<file path="src/rtl/period_control_pkg.sv">
`default_nettype none
// ============================================================================
// Module      : period_control_pkg
// Description : Shared definitions for the period_control operator stage:
//               FSM state encoding, period limits and the active-low
//               7-segment hex decode (also reused by regressive_counter).
// Revision    : 1.0 - initial release
// ============================================================================
package period_control_pkg;

  typedef enum logic [1:0] {
    IDLE    = 2'd0,
    RUNNING = 2'd1,
    PAUSED  = 2'd2
  } state_t;

  localparam logic [3:0] PERIOD_MIN = 4'd1;
  localparam logic [3:0] PERIOD_MAX = 4'd15;

  // Active-low segment image, bit order {g,f,e,d,c,b,a}.
  function automatic logic [6:0] hex7seg(input logic [3:0] value);
    logic [6:0] seg;
    case (value)
      4'h0:    seg = 7'b1000000;
      4'h1:    seg = 7'b1111001;
      4'h2:    seg = 7'b0100100;
      4'h3:    seg = 7'b0110000;
      4'h4:    seg = 7'b0011001;
      4'h5:    seg = 7'b0010010;
      4'h6:    seg = 7'b0000010;
      4'h7:    seg = 7'b1111000;
      4'h8:    seg = 7'b0000000;
      4'h9:    seg = 7'b0010000;
      4'hA:    seg = 7'b0001000;
      4'hB:    seg = 7'b0000011;
      4'hC:    seg = 7'b1000110;
      4'hD:    seg = 7'b0100001;
      4'hE:    seg = 7'b0000110;
      default: seg = 7'b0001110;
    endcase
    return seg;
  endfunction

endpackage
`default_nettype wire

</file>
<file path="src/rtl/period_control_key_debouncer.sv">
`default_nettype none
// ============================================================================
// Module      : key_debouncer
// Description : Debounces one active-low push-button and emits a single-cycle
//               pulse when a press is accepted.
// Revision    : 1.0 - initial release
// Ports       : clock       - system clock
//               reset       - synchronous active-low reset
//               key_n       - raw asynchronous button, active-low
//               level       - accepted (debounced) key level, 1 = released
//               press_pulse - one-cycle pulse on accepted 1->0 transition
// ============================================================================
module key_debouncer #(
  parameter int DEBOUNCE_CYCLES = 1000000
) (
  input  logic clock,
  input  logic reset,
  input  logic key_n,
  output logic level,
  output logic press_pulse
);

  localparam int CNT_W = (DEBOUNCE_CYCLES > 1) ? $clog2(DEBOUNCE_CYCLES) : 1;
  localparam logic [CNT_W-1:0] CNT_LAST = CNT_W'(DEBOUNCE_CYCLES - 1);

  logic             sync_1;
  logic             sync_2;
  logic [CNT_W-1:0] count;

  // The counter measures how long the synchronized key has disagreed with the
  // accepted level; any agreement restarts the measurement, so short bounces
  // never accumulate.
  always_ff @(posedge clock) begin
    if (!reset) begin
      sync_1      <= 1'b1;
      sync_2      <= 1'b1;
      level       <= 1'b1;
      count       <= '0;
      press_pulse <= 1'b0;
    end else begin
      sync_1      <= key_n;
      sync_2      <= sync_1;
      press_pulse <= 1'b0;
      if (sync_2 == level) begin
        count <= '0;
      end else if (count == CNT_LAST) begin
        level       <= sync_2;
        count       <= '0;
        press_pulse <= ~sync_2;
      end else begin
        count <= count + CNT_W'(1);
      end
    end
  end

endmodule
`default_nettype wire

</file>
<file path="src/rtl/period_control.sv">
`default_nettype none
// ============================================================================
// Module      : period_control
// Description : Operator input stage for regressive_counter. Debounces the
//               up/down/start keys, edits the countdown period while idle and
//               runs an IDLE/RUNNING/PAUSED control FSM.
// Revision    : 1.0 - initial release
// Ports       : clock          - 50 MHz system clock
//               reset          - synchronous active-low reset
//               key_up_n       - raw button, increments period (IDLE only)
//               key_down_n     - raw button, decrements period (IDLE only)
//               key_start_n    - raw button, start/pause toggle
//               finished       - end-of-countdown flag from regressive_counter
//               seconds_period - selected period, 1..15
//               start          - run level, 1 = count
//               hex4_period    - active-low 7-seg image of seconds_period
//               ledr8_running  - high while RUNNING
// ============================================================================
module period_control
  import period_control_pkg::*;
#(
  parameter int DEBOUNCE_CYCLES = 1000000,
  parameter int DEFAULT_PERIOD  = 5,
  parameter bit ONE_SHOT        = 1'b1
) (
  input  logic       clock,
  input  logic       reset,
  input  logic       key_up_n,
  input  logic       key_down_n,
  input  logic       key_start_n,
  input  logic       finished,
  output logic [3:0] seconds_period,
  output logic       start,
  output logic [6:0] hex4_period,
  output logic       ledr8_running
);

  localparam logic [3:0] RESET_PERIOD = 4'(DEFAULT_PERIOD);

  logic [2:0] key_levels_unused;
  logic       up_press;
  logic       down_press;
  logic       start_press;

  state_t     state;
  state_t     next_state;
  logic [3:0] next_period;
  logic       run_q;

  key_debouncer #(.DEBOUNCE_CYCLES(DEBOUNCE_CYCLES)) u_key_up (
    .clock       (clock),
    .reset       (reset),
    .key_n       (key_up_n),
    .level       (key_levels_unused[0]),
    .press_pulse (up_press)
  );

  key_debouncer #(.DEBOUNCE_CYCLES(DEBOUNCE_CYCLES)) u_key_down (
    .clock       (clock),
    .reset       (reset),
    .key_n       (key_down_n),
    .level       (key_levels_unused[1]),
    .press_pulse (down_press)
  );

  key_debouncer #(.DEBOUNCE_CYCLES(DEBOUNCE_CYCLES)) u_key_start (
    .clock       (clock),
    .reset       (reset),
    .key_n       (key_start_n),
    .level       (key_levels_unused[2]),
    .press_pulse (start_press)
  );

  always_ff @(posedge clock) begin
    if (!reset) begin
      state          <= IDLE;
      seconds_period <= RESET_PERIOD;
      hex4_period    <= hex7seg(RESET_PERIOD);
      run_q          <= 1'b0;
    end else begin
      state          <= next_state;
      seconds_period <= next_period;
      hex4_period    <= hex7seg(next_period);
      run_q          <= (next_state == RUNNING);
    end
  end

  // The period can only be edited from IDLE; the edit uses the state held
  // at the edge, so a start press and an edit press in the same cycle both
  // take effect.
  always_comb begin
    next_state  = state;
    next_period = seconds_period;
    case (state)
      IDLE: begin
        if (start_press) begin
          next_state = RUNNING;
        end
        if (up_press && !down_press && (seconds_period != PERIOD_MAX)) begin
          next_period = seconds_period + 4'd1;
        end else if (down_press && !up_press && (seconds_period != PERIOD_MIN)) begin
          next_period = seconds_period - 4'd1;
        end
      end
      RUNNING: begin
        // finished outranks a coincident start press in one-shot mode
        if (ONE_SHOT && finished) begin
          next_state = IDLE;
        end else if (start_press) begin
          next_state = PAUSED;
        end
      end
      PAUSED: begin
        if (start_press) begin
          next_state = RUNNING;
        end
      end
      default: begin
        next_state = IDLE;
      end
    endcase
  end

  assign start         = run_q;
  assign ledr8_running = run_q;

endmodule
`default_nettype wire

</file>
<file path="config.mk">
export PLATFORM = sky130hd
export DESIGN_NAME = period_control
export DESIGN_NICKNAME = d
export VERILOG_FILES = /design/src/rtl/period_control_pkg.sv /design/src/rtl/period_control_key_debouncer.sv /design/src/rtl/period_control.sv
export SDC_FILE = /design/constraint.sdc
export NUM_CORES = 1
export LEC_CHECK = 0
export CORE_ASPECT_RATIO = 1.2
export CORE_MARGIN = 2
export CORE_UTILIZATION = 35
export CTS_CLUSTER_SIZE = 30
export DETAILED_ROUTE_END_ITERATION = 6
export SLEW_MARGIN = 10
export SYNTH_ARGS = -nofsm -noshare
export SYNTH_HDL_FRONTEND = slang
export SYNTH_SLANG_ARGS = --single-unit
</file>
<file path="constraint.sdc">
create_clock -name clock -period 6.9 [get_ports clock]
set_input_delay 2.07 -clock clock [delete_from_list [all_inputs] [get_ports clock]]
set_output_delay 2.07 -clock clock [all_outputs]
set_load 0.05 [all_outputs]
</file>
==> results of run 1 <==
==> state kept, by name, indices dropped and copies added (netlist names), 2 cells and up <==
| signal | flops |
|---|---|
| u_key_down.count | 20 |
| u_key_start.count | 20 |
| u_key_up.count | 20 |
| hex4_period | 7 |
| seconds_period | 4 |
| state | 2 |
==> Yosys cell counts, types with 5 or more instances <==
cell type,n
mux2i_1,5
and3_1,13
nor4b_1,5
nand2_1,33
nor2_1,65
xor2_1,35
nand3_1,35
nor3_1,14
dfxtp_1,86
nand2b_1,9
xnor2_1,21
clkbuf_1,11
inv_1,12
a21oi_1,9
nand4_1,9
ha_1,9
==> metal layers <==
metal | share of wire [%] | wire, um | global-route usage [%]
met5 | 0 | 0 | 0
met3 | 5.4 | 369 | 4.59
met2 | 49 | 3320 | 21.7
met4 | 2.2 | 150 | 5.65
met1 | 43 | 2950 | 14.1
==> metrics by stage <==
step | cell area (um2) | std cells
finish | 4370 | 568
global route | 4370 | 568
CTS | 4370 | 568
detailed placement | 4040 | 552
global placement | 4040 | 552
floorplan | 3750 | 418
==> final cells by class <==
| class | instances | area [um2] |
|---|---|---|
| clock buffers | 13 | 270 |
| clock inverters | 3 | 65.1 |
| fillers | 1065 | 6090 |
| inverters | 12 | 45.0 |
| multi-input cells | 307 | 1930 |
| flip-flops and latches | 86 | 1720 |
| well taps | 129 | 161 |
| repair buffers | 18 | 180 |
==> kinds of logic (layout without fill, tap and decap cells) <==
| family | Yosys count | in the layout | share of synthesized area, % |
|---|---|---|---|
| flops | 86 | 86 | 45.9 |
| xor+xnor | 57 | 57 | 13.5 |
| compound gates | 27 | 27 | 4.70 |
| fa+ha+maj | 9 | 9 | 3.00 |
| simple gates | 208 | 208 | 28.6 |
| mux | 6 | 6 | 1.64 |
| buf+inv | 25 | 46 | 2.64 |
==> report_power, final <==
part           total (mW)  switching [mW]  internal (mW)
registers           0.500         0.00149          0.499
clock network       0.532           0.186          0.346
logic              0.0114         0.00691        0.00451
total                1.04           0.194          0.849
==> final timing paths <==
check | endpoint | slack (ns) | cells after the start
max | u_key_up.count[15]$_SDFF_PP0_ | 3.03 | 3
min | u_key_down.sync_2$_SDFF_PN1_ | 0.41 | 1
max reg2reg | hex4_period[5]$_SDFF_PN0_ | 4.33 | 9
min reg2reg | u_key_down.sync_2$_SDFF_PN1_ | 0.41 | 1
==> flow_summary.yaml, run 1 <==
yosys:
  yosys_warnings: 0
  syn_nets: 433
  synth_area_leaders: "dfxtp_1 (46%), xor2_1 (8.2%), nor2_1 (6.5%)"
  netlist_instances: 418
  synth-edff-count: 0
  seq_area_frac_synth_pct: 45.9
  synth-seq-cells: 86
  synthFlopType: "dfxtp_1"
  avgSynthCellArea_um2: 8.97
  synth_top_area_share_pct: 45.9
  syn_area_mm2: 0.00375
  yosysUniqueCellTypes: 45
  synth-async-reset-ratio_pct: 0
  synth_area_leader_cell: "dfxtp_1"
setup_path:
  crit_type: "input pin to flop"
  crit_chain: "clkdlybuf4s50_1, nand3_1, a21oi_1"
  r2r-start: "seconds_period[0]$_SDFF_PN1_"
  start_kind: "input pin"
  cp-end-kind: "flop"
  slowest_stage: "clkdlybuf4s50_1"
  cp_num_buf_inv: 1
  crit_path_start: "reset"
  path_max_fanout: 23
  required_ns: 7.15
  slowest_delay_ns: 0.97
  arrival_ns: 4.12
  cp_top_family: "buffers and inverters"
grt:
  grt_max_degree: 24
  globalRouteOverflowTotal: 0
  grt_pass1_wl_mm: 12.1
  antenna_found_initial: 0
  grt_pass1_vias: 2832
  grtUsageTotal_pct: 12.7
route:
  firstDrtPassIters: 4
  drc: 0
  antenna_left: 0
  route.vias.total: 2802
  wl_per_cell_um: 12.0
  viasPerCell: 4.93
  drt_iter0_markers: 102
  drt-total-wl_mm: 6.79
clocking:
  post_cts_buffers: 0
  clk_latency_ns: 0.34
  h-tree-depth: 3
  clk_pin_slew_ns: 0.06
  cts_hold_buffers: 0
  cts_tree: "done"
  cts_root_buf: "clkbuf_16"
  cts_resized: 0
  cts.path.max_buffers: 2
  cts_inserted_buffers: 9
  cts_sinks: 86
power_and_ir_drop:
  p_per_area_mw_per_mm2: 239
  vdd_drop_max_mv: 0.118
  leakagePower_nw: 1.53
  fin_total_pwr_mw: 1.04
sta:
  slew_viol_final: 0
  period_share_pct: 56.1
  fin_ws_ns: 3.03
  whs_ns: 0.406
  skew_ns: 0.00605
  relSlewSlack_pct: 45.8
  worst_slew_pin_slew_ns: 0.811
  hold_viol_final: 0
  fin_crit_ns: 3.87
  final.setup.tns_ns: 0
  rsz0062_at_grt: "no"
  max_freq_ghz: 0.258
  finalSetupViolCount: 0
placement:
  io_buffers: 18
  gp_congestion: 0.774
  post-place-ws_ns: 2.60
  dp_hpwl_mm: 4.71
flow_run:
  max-cap-violations: 0
floorplan:
  initial_core_util_pct: 35.8
  dieArea_mm2: 0.0116
  die_h_um: 117
  rows: 41
  pin_count: 19
  die_w_um: 98.5
  core_mm2: 0.0105
status:
  status: "completed"
hold_path:
  worst_hold_startpoint: "u_key_down.sync_1$_SDFF_PN1_"
  holdCritPathClass: "flop to flop"
finish:
  final_core_util_pct: 41.8
  final_cell_mix: "dfxtp_1 (86), nor2_1 (65), nand3_1 (35), xor2_1 (35), nand2_1 (33)"
  final_common_cell: "dfxtp_1"
  final_nets: 449
  syn_to_final_growth_pct: 16.6
  post_route_cells_drive_above_1_share_pct: 5.01
  antenna_cells: 0
Note: power is estimated with default switching activity, not from simulation.
==> run 2, diff against run 1 <==
==> constraint.sdc (replaced) <==
create_clock -name clock -period 3.12 [get_ports clock]
set_input_delay 0.936 -clock clock [delete_from_list [all_inputs] [get_ports clock]]
set_output_delay 0.936 -clock clock [all_outputs]
set_load 0.05 [all_outputs]
==> run 2 against run 1 <==
Compared with the run above: sequential share of layout area hardly changed; count of clock-buffer cells in the layout shrank 1; worst hold slack better by 0.0071 ns; combinational power increased by 140%; first-iteration DRC count is 15% lower; via count decreased by 0.29%; setup slack got worse by 2.5 ns; final area hardly changed; register-to-register slack worse by 3.7 ns; critical path depth down 2; sequential cell count stayed put; power grew 120%.
==> flow_summary.yaml, run 2 (synthesized netlist as in run 1, its figures left out) <==
route:
  drt-total-wl_mm: 6.74
  viasPerCell: 4.89
  firstDrtPassIters: 4
  antenna_left: 0
  drc: 0
  wl_per_cell_um: 11.8
  drt_iter0_markers: 87
  route.vias.total: 2794
power_and_ir_drop:
  fin_total_pwr_mw: 2.26
  leakagePower_nw: 1.53
  p_per_area_mw_per_mm2: 517
  vdd_drop_max_mv: 0.229
setup_path:
  rrSetupSlack_ns: 0.67
  crit_type: "flop to output port"
  cp.depth: 1
  reg2reg_depth: 10
  crit_chain: "clkdlybuf4s50_1"
  cp_top_family: "buffers and inverters"
  required_ns: 2.18
  cp-end-kind: "output port"
  slowest_delay_ns: 0.85
  crit_path_start: "seconds_period[2]$_SDFF_PN1_"
  r2r-start: "seconds_period[1]$_SDFF_PN0_"
  slowest_stage: "clkdlybuf4s50_1"
  r2r_end: "hex4_period[5]$_SDFF_PN0_"
  start_kind: "flop"
  crit_end: "seconds_period[2]"
  path_max_fanout: 7
  arrival_ns: 1.62
  cp_num_buf_inv: 1
sta:
  worst_slew_pin_slew_ns: 0.800
  rsz0062_at_grt: "no"
  period_share_pct: 81.9
  fin_crit_ns: 2.55
  slew_viol_final: 0
  relSlewSlack_pct: 46.5
  final.setup.tns_ns: 0
  max_freq_ghz: 0.391
  hold_viol_final: 0
  finalSetupViolCount: 0
  skew_ns: 0.00670
hold_path:
  holdCritPathClass: "flop to flop"
grt:
  grt_max_degree: 22
  antenna_found_initial: 0
  grtUsageTotal_pct: 12.2
  grt_pass1_vias: 2641
  grt_pass1_wl_mm: 11.5
  globalRouteOverflowTotal: 0
clocking:
  cts_root_buf: "clkbuf_16"
  cts.path.max_buffers: 2
  cts_inserted_buffers: 9
  cts_tree: "done"
  cts_sinks: 86
  clk_pin_slew_ns: 0.06
  h-tree-depth: 3
  post_cts_buffers: 0
  cts_hold_buffers: 0
  clk_latency_ns: 0.34
  cts_resized: 0
finish:
  post_route_cells_drive_above_1_share_pct: 5.43
  seqCellArea_mm2: 0.00172
  final_nets: 452
  multi_input_area_mm2: 0.00193
  syn_to_final_growth_pct: 16.7
  final_common_cell: "dfxtp_1"
  largestRegisters: "u_key_down.count: 20 flops, u_key_start.count: 20 flops, u_key_up.count: 20 flops"
  final_cell_mix: "dfxtp_1 (86), nor2_1 (65), nand3_1 (35), xor2_1 (35), nand2_1 (33)"
  fillers: 1053
  antenna_cells: 0
placement:
  gp_congestion: 0.755
  io_buffers: 18
  dp_hpwl_mm: 4.61
flow_run:
  max-cap-violations: 0
floorplan:
  core_mm2: 0.0105
  die_h_um: 117
  initial_core_util_pct: 35.8
  dieArea_mm2: 0.0116
  pin_count: 19
  die_w_um: 98.5
  rows: 41
status:
  status: "completed"
## run 2: cell types whose count changed in the layout (fill, tap and decap cells not counted), sizes merged
cell    change
clkbuf      -1
clkinv      +1
buf         +3
## run 2: worst min path at each step
stage                                        startpoint                             to  depth (start not counted)
final                      u_key_down.sync_1$_SDFF_PN1_   u_key_down.sync_2$_SDFF_PN1_                          1
after global routing       u_key_down.sync_1$_SDFF_PN1_   u_key_down.sync_2$_SDFF_PN1_                          1
after CTS                 u_key_start.sync_1$_SDFF_PN1_  u_key_start.sync_2$_SDFF_PN1_                          1
after detailed placement  u_key_start.sync_1$_SDFF_PN1_  u_key_start.sync_2$_SDFF_PN1_                          1
after global placement    u_key_start.sync_1$_SDFF_PN1_  u_key_start.sync_2$_SDFF_PN1_                          1
after floorplan            u_key_down.sync_1$_SDFF_PN1_   u_key_down.sync_2$_SDFF_PN1_                          1
## run 2: per-layer routing
layer  GRT usage [%]  share of wire [%]  wire, um  vias to the layer above
met5               0                  0         0                        -
met4            6.16                2.8       187                        0
met3            3.69                2.9       195                       11
met2            19.9                 47      3200                       27
met1            14.3                 47      3160                     1298
li1                -                  -         -                     1458
## run 2: area by class of cell
cell class,instances,share of cell area [%]
inverters,12,1.03
flip-flops and latches,86,39.3
well taps,129,3.69
repair buffers,21,4.63
multi-input cells,307,44.1
clock buffers,12,5.63
clock inverters,4,1.60
## run 2: power by group
group / leakage (nW) / switching [mW] / internal (mW) / total (mW)
sequential: 0.694 / 0.00327 / 1.10 / 1.11
combinational: 0.680 / 0.0161 / 0.0116 / 0.0276
clock: 0.157 / 0.409 / 0.720 / 1.13
total: 1.53 / 0.428 / 1.83 / 2.26
## run 2: metrics by stage
step                      utilization [%]  setup WS (ns)  cells  hold slack [ns]  instance area (um2)
after floorplan                         -          0.518    418            0.386                 3750
after global placement               38.8          0.722    555            0.399                 4060
after detailed placement             38.8          0.658    555            0.400                 4060
after CTS                            41.8          0.554    571            0.414                 4380
after global routing                 41.8          0.426    571            0.430                 4380
final                                41.8          0.565    571            0.413                 4380
